[src/rtl/pts_shift_if.sv]
// Load/shift/status bundle for pts_shift_engine.
// Defining PTS_ACK_SLOT_EN adds the ack_in/ack_ok pair.
interface pts_shift_if #(
  parameter int DATA_W = 16,
  parameter int CNT_W  = 5
);
  logic              load;
  logic [DATA_W-1:0] data_in;
  logic [CNT_W-1:0]  nbits;
  logic              shift_tick;
  logic              abort;
  logic              ready;
  logic              busy;
  logic              ser_data_out;
  logic              ser_oe;
  logic              done;
`ifdef PTS_ACK_SLOT_EN
  logic              ack_in;
  logic              ack_ok;

  modport master (
    output load, data_in, nbits, shift_tick, abort, ack_in,
    input  ready, busy, ser_data_out, ser_oe, done, ack_ok
  );

  modport slave (
    input  load, data_in, nbits, shift_tick, abort, ack_in,
    output ready, busy, ser_data_out, ser_oe, done, ack_ok
  );
`else
  modport master (
    output load, data_in, nbits, shift_tick, abort,
    input  ready, busy, ser_data_out, ser_oe, done
  );

  modport slave (
    input  load, data_in, nbits, shift_tick, abort,
    output ready, busy, ser_data_out, ser_oe, done
  );
`endif
endinterface

[src/rtl/pts_shift_engine.sv]
// Parallel-to-serial engine for the single-data-line I2C path.
// Optional receiver ACK slot enabled by defining PTS_ACK_SLOT_EN.
module pts_shift_engine #(
  parameter int DATA_W    = 16,
  parameter int CNT_W     = 5,
  parameter bit MSB_FIRST = 1'b1
) (
  input  logic        clk,
  input  logic        rst_n,
  pts_shift_if.slave  bus
);

  if ((2 ** CNT_W) <= DATA_W) begin : g_bad_cnt_w
    $error("CNT_W too narrow to count DATA_W bits");
  end

  localparam logic [CNT_W-1:0] FULL_N = CNT_W'(DATA_W);

`ifdef PTS_ACK_SLOT_EN
  typedef enum logic [1:0] {IDLE = 2'd0, SHIFT = 2'd1, ACK = 2'd2} state_t;
`else
  typedef enum logic [1:0] {IDLE = 2'd0, SHIFT = 2'd1} state_t;
`endif

  state_t             state;
  state_t             state_nxt;
  logic [DATA_W-1:0]  sreg;
  logic [DATA_W-1:0]  sreg_load;
  logic [CNT_W-1:0]   remaining;
  logic [CNT_W-1:0]   n_eff;
  logic [CNT_W-1:0]   shamt;
  logic               cur_bit;
  logic               accept;
  logic               advance;
  logic               done_nxt;
  logic               done_q;
  logic               ready_c;
  logic               oe_c;
  logic               sdo_c;
`ifdef PTS_ACK_SLOT_EN
  logic               ack_capture;
  logic               ack_ok_q;
`endif

  // Zero or oversize counts fall back to a full word.
  always_comb begin
    n_eff = bus.nbits;
    if ((bus.nbits == '0) || (bus.nbits > FULL_N)) begin
      n_eff = FULL_N;
    end
    shamt = FULL_N - n_eff;
  end

  // MSB-first left-aligns bit N-1 at the top so shifting left walks down to bit 0.
  always_comb begin
    if (MSB_FIRST) begin
      sreg_load = bus.data_in << shamt;
      cur_bit   = sreg[DATA_W-1];
    end else begin
      sreg_load = bus.data_in;
      cur_bit   = sreg[0];
    end
  end

  always_ff @(posedge clk or negedge rst_n) begin
    if (!rst_n) begin
      state <= IDLE;
    end else begin
      state <= state_nxt;
    end
  end

  // abort wins over tick and load in every state
  always_comb begin
    state_nxt = state;
    done_nxt  = 1'b0;
    accept    = 1'b0;
    advance   = 1'b0;
    ready_c   = 1'b0;
    oe_c      = 1'b0;
    sdo_c     = 1'b1;
`ifdef PTS_ACK_SLOT_EN
    ack_capture = 1'b0;
`endif
    case (state)
      IDLE: begin
        ready_c = 1'b1;
        if (bus.load && !bus.abort) begin
          accept    = 1'b1;
          state_nxt = SHIFT;
        end
      end
      SHIFT: begin
        oe_c  = 1'b1;
        sdo_c = cur_bit;
        if (bus.abort) begin
          state_nxt = IDLE;
        end else if (bus.shift_tick) begin
          advance = 1'b1;
          if (remaining == CNT_W'(1)) begin
`ifdef PTS_ACK_SLOT_EN
            state_nxt = ACK;
`else
            state_nxt = IDLE;
            done_nxt  = 1'b1;
`endif
          end
        end
      end
`ifdef PTS_ACK_SLOT_EN
      ACK: begin
        if (bus.abort) begin
          state_nxt = IDLE;
        end else if (bus.shift_tick) begin
          ack_capture = 1'b1;
          done_nxt    = 1'b1;
          state_nxt   = IDLE;
        end
      end
`endif
      default: begin
        state_nxt = IDLE;
      end
    endcase
  end

  always_ff @(posedge clk or negedge rst_n) begin
    if (!rst_n) begin
      sreg      <= '0;
      remaining <= '0;
      done_q    <= 1'b0;
    end else begin
      done_q <= done_nxt;
      if (accept) begin
        sreg      <= sreg_load;
        remaining <= n_eff;
      end else if (advance) begin
        remaining <= remaining - CNT_W'(1);
        if (MSB_FIRST) begin
          sreg <= {sreg[DATA_W-2:0], 1'b0};
        end else begin
          sreg <= {1'b0, sreg[DATA_W-1:1]};
        end
      end
    end
  end

`ifdef PTS_ACK_SLOT_EN
  // ACK is active-low on the line; the flag survives aborts and clears on the next load.
  always_ff @(posedge clk or negedge rst_n) begin
    if (!rst_n) begin
      ack_ok_q <= 1'b0;
    end else if (accept) begin
      ack_ok_q <= 1'b0;
    end else if (ack_capture) begin
      ack_ok_q <= ~bus.ack_in;
    end
  end

  assign bus.ack_ok = ack_ok_q;
`endif

  assign bus.ready        = ready_c;
  assign bus.busy         = ~ready_c;
  assign bus.ser_oe       = oe_c;
  assign bus.ser_data_out = sdo_c;
  assign bus.done         = done_q;

endmodule

[src/flat_wrapper.sv]
// flat-port wrapper written by rule: the top's interface ports become plain ports
module pts_shift_engine_flat 
#(
  parameter int DATA_W    = 16,
  parameter int CNT_W     = 5,
  parameter bit MSB_FIRST = 1'b1
)
  (clk, rst_n, bus_load, bus_data_in, bus_nbits, bus_shift_tick, bus_abort, bus_ready, bus_busy, bus_ser_data_out, bus_ser_oe, bus_done);
  pts_shift_if #(.DATA_W(DATA_W), .CNT_W(CNT_W)) bus_i ();
  input  logic clk;
  input  logic rst_n;
  input wire logic [$bits(bus_i.load)-1:0] bus_load;
  input wire logic [$bits(bus_i.data_in)-1:0] bus_data_in;
  input wire logic [$bits(bus_i.nbits)-1:0] bus_nbits;
  input wire logic [$bits(bus_i.shift_tick)-1:0] bus_shift_tick;
  input wire logic [$bits(bus_i.abort)-1:0] bus_abort;
  output wire logic [$bits(bus_i.ready)-1:0] bus_ready;
  output wire logic [$bits(bus_i.busy)-1:0] bus_busy;
  output wire logic [$bits(bus_i.ser_data_out)-1:0] bus_ser_data_out;
  output wire logic [$bits(bus_i.ser_oe)-1:0] bus_ser_oe;
  output wire logic [$bits(bus_i.done)-1:0] bus_done;
  assign bus_i.load = bus_load;
  assign bus_i.data_in = bus_data_in;
  assign bus_i.nbits = bus_nbits;
  assign bus_i.shift_tick = bus_shift_tick;
  assign bus_i.abort = bus_abort;
  assign bus_ready = bus_i.ready;
  assign bus_busy = bus_i.busy;
  assign bus_ser_data_out = bus_i.ser_data_out;
  assign bus_ser_oe = bus_i.ser_oe;
  assign bus_done = bus_i.done;
  pts_shift_engine #(.DATA_W(DATA_W), .CNT_W(CNT_W), .MSB_FIRST(MSB_FIRST)) u_core (.clk(clk), .rst_n(rst_n), .bus(bus_i));
endmodule
[config.mk]
export PLATFORM = sky130hd
export DESIGN_NAME = pts_shift_engine_flat
export DESIGN_NICKNAME = d
export VERILOG_FILES = /design/src/rtl/pts_shift_if.sv /design/src/rtl/pts_shift_engine.sv /design/src/flat_wrapper.sv
export SDC_FILE = /design/constraint.sdc
export NUM_CORES = 1
export LEC_CHECK = 0
export CAP_MARGIN = 10
export CORE_MARGIN = 2
export CORE_UTILIZATION = 40
export CTS_CLUSTER_DIAMETER = 50
export DETAILED_ROUTE_END_ITERATION = 8
export PLACE_DENSITY = 0.61
export SYNTH_ARGS = -nofsm -noshare
export SYNTH_HDL_FRONTEND = slang
export SYNTH_SLANG_ARGS = --single-unit
export TNS_END_PERCENT = 20
[constraint.sdc]
create_clock -name clk -period 2.3 [get_ports clk]
set_clock_uncertainty 0.05 [all_clocks]
set_input_delay 0.575 -clock clk [delete_from_list [all_inputs] [get_ports clk]]
set_output_delay 0.575 -clock clk [all_outputs]
set_load 0.05 [all_outputs]
==> results of run 1 <==
==> routing by layer <==
metal | share of wire | vias up | track usage
li1 | - | 1111 | -
met1 | 0.45 | 1084 | 0.293
met2 | 0.49 | 67 | 0.379
met3 | 0.034 | 13 | 0.0138
met4 | 0.023 | 0 | 0.0912
met5 | 0 | - | 0
==> stage by stage <==
stage	std cells	cell area (um2)	setup slack, ns
CTS	404	3200	-0.562
floorplan	251	2320	-0.773
detailed placement	389	2980	-1.35
global placement	389	2980	-1.26
global route	417	3430	-0.653
finish	417	3430	-0.574
==> area by class of cell <==
type                       count  area [um2]
clock buffer                   3        41.3
clock inverter                 1        5.00
fill                         466        1970
inverter                       8        37.5
multi-input combinational    203        1770
sequential                    23         576
tap                           72        90.1
timing repair buffer         107         913
==> cell families after synthesis <==
group	after synthesis
AOI/OAI and AO/OA	68
xor gates and xnor gates	7
adders and majority gates	4
buffers and inverters	25
DFF	23
muxes	33
and+or+nand+nor	91
==> state kept, by name, indices dropped and copies added (netlist names) <==
register and flops:
u_core.sreg 16, u_core.remaining 5, u_core.bus.done 1, u_core.state 1
==> timing repair <==
item	4_1_cts	5_1_grt
pin swaps	11	15
buffers inserted	11	14
endpoints found under the setup margin	17	16
resized for setup	46	29
==> placed cells by master (no fill, tap or decap), types with 3 or more instances in the layout <==
cell type,Yosys,layout
nand2b_1,12,11
a21oi_2,1,9
o221a_2,3,3
o21ai_0,15,12
nor2_1,19,19
dfrtp_1,23,23
a21oi_1,13,5
inv_1,7,5
o21ai_1,1,3
a31oi_1,4,4
nand3_1,6,5
buf_4,5,68
nand2_1,26,26
o21a_1,4,4
mux2i_2,0,5
clkdlybuf4s50_1,0,25
mux4_2,4,4
mux2_2,6,4
mux2i_1,21,14
clkbuf_8,0,3
buf_6,3,10
nor3_1,10,8
==> worst reg2reg max path: stages (launching register included) <==
cell and delay [ns]:
dfrtp_1 0.45, or3b_2 0.55, buf_4 0.23, o221a_2 0.15, a211o_1 0.27
==> worst paths after layout <==
path	startpoint	endpoint	slack [ns]
min in group asynchronous	rst_n	u_core.sreg[13]$_DFFE_PN0P_	0.61
setup reg to reg	u_core.state[0]$_DFFE_PN0P_	u_core.sreg[14]$_DFFE_PN0P_	0.49
max in group asynchronous	rst_n	u_core.sreg[14]$_DFFE_PN0P_	1.35
hold / removal	u_core.sreg[4]$_DFFE_PN0P_	u_core.sreg[4]$_DFFE_PN0P_	0.45
setup / recovery	bus_nbits[0]	u_core.sreg[15]$_DFFE_PN0P_	-0.57
hold reg to reg	u_core.sreg[4]$_DFFE_PN0P_	u_core.sreg[4]$_DFFE_PN0P_	0.45
==> power by group through the flow <==
stage / Clock, W / Combinational (W) / Sequential [W]
floorplan: 0 / 0.000497 / 0.000553
global placement: 0 / 0.000758 / 0.000560
detailed placement: 0 / 0.000767 / 0.000561
CTS: 0.000262 / 0.000830 / 0.000554
global route: 0.000281 / 0.00103 / 0.000567
finish: 0.000256 / 0.000955 / 0.000556
==> flow_summary.ini, run 1 <==
[sta]
fmax_mhz = 348
max-slew-margin-rel = 0.670
layout_setup_ws_ns = -0.574
slew_violations = 0
rsz0062_at_grt = yes
hold_viol_final = 0
hold_ws_ns = 0.449
min_period_ns = 2.87
setup_tns_ns = -7.67
setup_viol = 16
worst_slew_pin_slew_ns = 0.493
post-route-period-util = 1.25

[worst_setup_path]
arrival_ns = 2.98
crit_buf_inv = 6
required_ns = 2.40
crit_family = buffers and inverters
cpMaxStageDelayCell = nor4_4
worst_setup_path_end_kind = flop
worstPathMaxFanout = 6
crit_chain = buf_8 > nor4_4 > inv_2 > ha_4 > and2b_2 > inv_8 > ha_4 > buf_6 > buf_6 > xnor2_4 > buf_4 > mux2i_4 > nor3_1 > a211o_1
rr_worst_depth = 4
worst_path_largest_cell_delay_ns = 0.29
timing_worst_setup_path_type = primary input to flop
start_kind = primary input
worst-path-stages = 14

[die]
core_area_um2 = 5410
start_util = 0.409
die-height_um = 78.3
chipWidth_um = 78.3
die_area_um2 = 6130
ios = 31
rows = 27

[clock_network]
cts_made_buffers = 3
cts.path.max_buffers = 2
cts_tree = yes
cts_htree_levels = 1
cts_hold_buf = 0
cts-root-buf = clkbuf_8
clk_latency_ns = 0.27
cts_sinks = 23
clk_pin_slew_worst_paths_ns = 0.09

[placed_design]
gp_congestion = 0.834
hpwl_um = 4800
io_buffers = 30

[logic_synthesis]
synth_top_family_by_area = compound AO/OA/AOI/OAI gates
synth_top_cell_area_share = 0.260
yosys.area_share.simple = 0.211
yosysMostFrequentCell = nand2_1
synth_common_cells = 26 x nand2_1, 23 x dfrtp_1, 21 x mux2i_1, 19 x nor2_1, 15 x o21ai_0
ys_types = 60
ys_ff_latch = 23
ys.flop_type = dfrtp_1
synth-adder-area-share = 0.0227
syn-num-nets = 281
synth_edf_count = 0
avgSynthCellArea_um2 = 8.80
ys_async_sr_fraction = 1.00
synth_top_area_cell = dfrtp_1
syn_area_um2 = 2210
ys_seq_area_frac = 0.260
synth.area.mux_share = 0.190
syn_inst = 251
synth_xor_area_frac = 0.0345
synth_compound_area_frac = 0.216
ys_warn_count = 0
synthTopCellsByArea = dfrtp_1 26%, mux2i_1 9.5%, nand2_1 4.4%, mux4_2 4.1%, nand2b_1 3.4%

[route]
wl_per_cell_um = 16.8
drc = 0
routed_wl_um = 7000
drt_iter0_drc = 183
first_pass_iters = 4
detail_route.vias_per_cell = 5.46
ant_nets = 0
vias = 2275

[power_and_ir_drop]
p_comb_frac = 0.540
seq_power_share = 0.315
switchingPower_w = 0.000645
swShare = 0.365
internal_power_w = 0.00112
power.share.clock = 0.145
leakagePower_nw = 1.43
total_power_w = 0.00177
ir_drop_mv = 0.215
power_density_nw_per_um2 = 515

[final_layout]
fin_util = 0.635
synthToLayoutAreaGrowth_pct = 55.4
fin_nets = 376
drive_above_1_share = 0.426
diodes = 0

[grt]
grt_max_degree = 24
grt_remaining_overflow = 0
first_global_vias = 2305
grt_pass1_wl_um = 10900
antenna_found_initial = 0
track_usage = 0.222

[flow_run]
max_cap_viol_count = 0

[min_path]
hold_path.class = flop to flop
whs_path_depth = 1

[run_status]
outcome = finished, violations left
violations = setup timing
No activity file was read; power rests on OpenSTA's default activity.
==> inputs of run 2 (changes only) <==
- SLEW_MARGIN: unset -> 20
- clock period: 2.3 -> 3.4 ns (I/O delays scaled with it)
==> run 2 against run 1 <==
  * The run now ends clean
  * Global-route usage is 0.91 points lower
  * Sequential cell count stayed put
  * Register-to-register slack better by 0.99 ns
  * Power is 39% lower
  * Critical path type unchanged
  * Critical endpoint is now u_core.sreg[9]$_DFFE_PN0P_
  * Largest cell class unchanged
  * Highest routed layer unchanged
==> flow_summary.ini, run 2 (synthesis results as in run 1) <==
[power_and_ir_drop]
swShare = 0.357
internal_power_w = 0.000692
ir_drop_mv = 0.123
leakagePower_nw = 1.24
seq_power_share = 0.348
power.share.clock = 0.159
p_comb_frac = 0.493
power_density_nw_per_um2 = 358
switchingPower_w = 0.000384

[min_path]
hold_path.class = flop to flop
min-delay-start = u_core.sreg[4]$_DFFE_PN0P_

[sta]
layout_setup_ws_ns = 0.215
min_period_ns = 3.18
setup_viol = 0
rsz0062_at_grt = no
hold_viol_final = 0
fmax_mhz = 314
post-route-period-util = 0.937
max-slew-margin-rel = 0.670
slew_violations = 0
worst_slew_pin_slew_ns = 0.493

[worst_setup_path]
worst_path_largest_cell_delay_ns = 0.39
reg2reg_from = u_core.state[0]$_DFFE_PN0P_
crit_buf_inv = 6
worst_setup_path_end_kind = flop
crit_family = buffers and inverters
timing_worst_setup_path_type = primary input to flop
cpMaxStageDelayCell = a2111oi_2
arrival_ns = 3.33
crit_chain = dlygate4sd2_1 > nor4_4 > inv_2 > ha_4 > and2b_2 > inv_6 > ha_4 > buf_6 > buf_4 > nand2_1 > a21oi_2 > nor3_2 > a2111oi_2 > buf_4 > o2bb2ai_1
required_ns = 3.55
start_kind = primary input
crit_start = bus_nbits[3]
worstPathMaxFanout = 6

[grt]
grt_remaining_overflow = 0
first_global_vias = 2115
track_usage = 0.213
grt_pass1_wl_um = 10400
antenna_found_initial = 0
grt_max_degree = 24

[clock_network]
clk_latency_ns = 0.26
cts-root-buf = clkbuf_8
cts_sinks = 23
cts.path.max_buffers = 2
clk_pin_slew_worst_paths_ns = 0.08
cts_htree_levels = 1
cts_tree = yes
cts_made_buffers = 3

[final_layout]
fin_nets = 346
nFillCells = 523
top_regs = u_core.sreg x16, u_core.remaining x5
multi_input_area_um2 = 1610
synthToLayoutAreaGrowth_pct = 35.9
largest_reg_flops = 16
fin_util = 0.556
ff_latch_area_um2 = 576
final_common_cell = buf_4
diodes = 0
post-route-cell-area_um2 = 3000
layout_common_cells = 45 x buf_4, 26 x nand2_1, 26 x clkdlybuf4s50_1
largest_register = u_core.sreg
drive_above_1_share = 0.305

[die]
die-height_um = 78.3
ios = 31
chipWidth_um = 78.3
core_area_um2 = 5410
die_area_um2 = 6130
start_util = 0.409
rows = 27

[placed_design]
io_buffers = 30
gp_congestion = 0.816
dpl_worst_slack_ns = -0.599
dpl-instance-area_um2 = 2830
hpwl_um = 4610

[flow_run]
max_cap_viol_count = 0

[route]
ant_nets = 0
drc = 0
vias = 2125
drt_iter0_drc = 153
first_pass_iters = 4
wl_per_cell_um = 16.0
detail_route.vias_per_cell = 5.49
routed_wl_um = 6190

[run_status]
outcome = finished, final reports clean
## run 2: changes by cell type in the layout (fill, tap and decap cells not counted), moves of 3 or more
| cell | delta |
|---|---|
| mux2i_1 | +4 |
| a21oi_1 | +4 |
| buf_4 | -23 |
| buf_6 | -8 |
| a21oi_2 | -4 |
| o21ai_0 | +3 |
## run 2: metrics by stage
stage / total power [W] / std cells / TNS, ns / hold WS (ns)
6_report: 0.00108 / 387 / 0 / 0.447
3_3_place_gp: 0.000868 / 375 / -5.69 / 0.427
3_5_place_dp: 0.000873 / 375 / -6.44 / 0.425
4_1_cts: 0.00107 / 387 / 0 / 0.445
2_1_floorplan: 0.000694 / 251 / 0 / 0.409
5_1_grt: 0.00116 / 387 / 0 / 0.459
## run 2: timing repair
| item | 4_1_cts | 5_1_grt |
|---|---|---|
| buffers inserted | 8 | 0 |
| endpoints found under the setup margin | 15 | 15 |
| hold buffers | 0 | 0 |
| pin swaps | 4 | 4 |
| gates resized for setup | 19 | 11 |
## run 2: final timing paths
path	endpoint	cells after the start	slack, ns
min	u_core.sreg[4]$_DFFE_PN0P_	1	0.45
min reg2reg	u_core.sreg[4]$_DFFE_PN0P_	1	0.45
max	u_core.sreg[9]$_DFFE_PN0P_	15	0.22
max reg2reg	u_core.sreg[13]$_DFFE_PN0P_	5	1.48
max in group asynchronous	u_core.sreg[15]$_DFFE_PN0P_	2	2.17
min in group asynchronous	u_core.bus.done$_DFF_PN0_	2	0.89
## run 2: final cells by class
type                    instances  area share
multi-input cells             203       0.535
repair buffers                 77       0.217
flip-flops and latches         23       0.192
well taps                      72      0.0300
clock buffers                   4      0.0150
inverters                       8      0.0117
## run 2: power groups by stage
| stage | Sequential, W | Combinational [W] | Clock (W) |
|---|---|---|---|
| after floorplan | 0.000373 | 0.000321 | 0 |
| after global routing | 0.000383 | 0.000584 | 0.000190 |
| after CTS | 0.000374 | 0.000522 | 0.000179 |
| after global placement | 0.000377 | 0.000490 | 0 |
| after detailed placement | 0.000379 | 0.000494 | 0 |
| final | 0.000374 | 0.000530 | 0.000171 |
## run 2: routing by layer
layer  GRT usage  vias to the layer above  wire length [um]
li1            -                     1057                 -
met1       0.288                     1015              2900
met2       0.371                       49              3010
met3      0.0149                        4               228
met4      0.0526                        0                48
met5           0                        -                 0
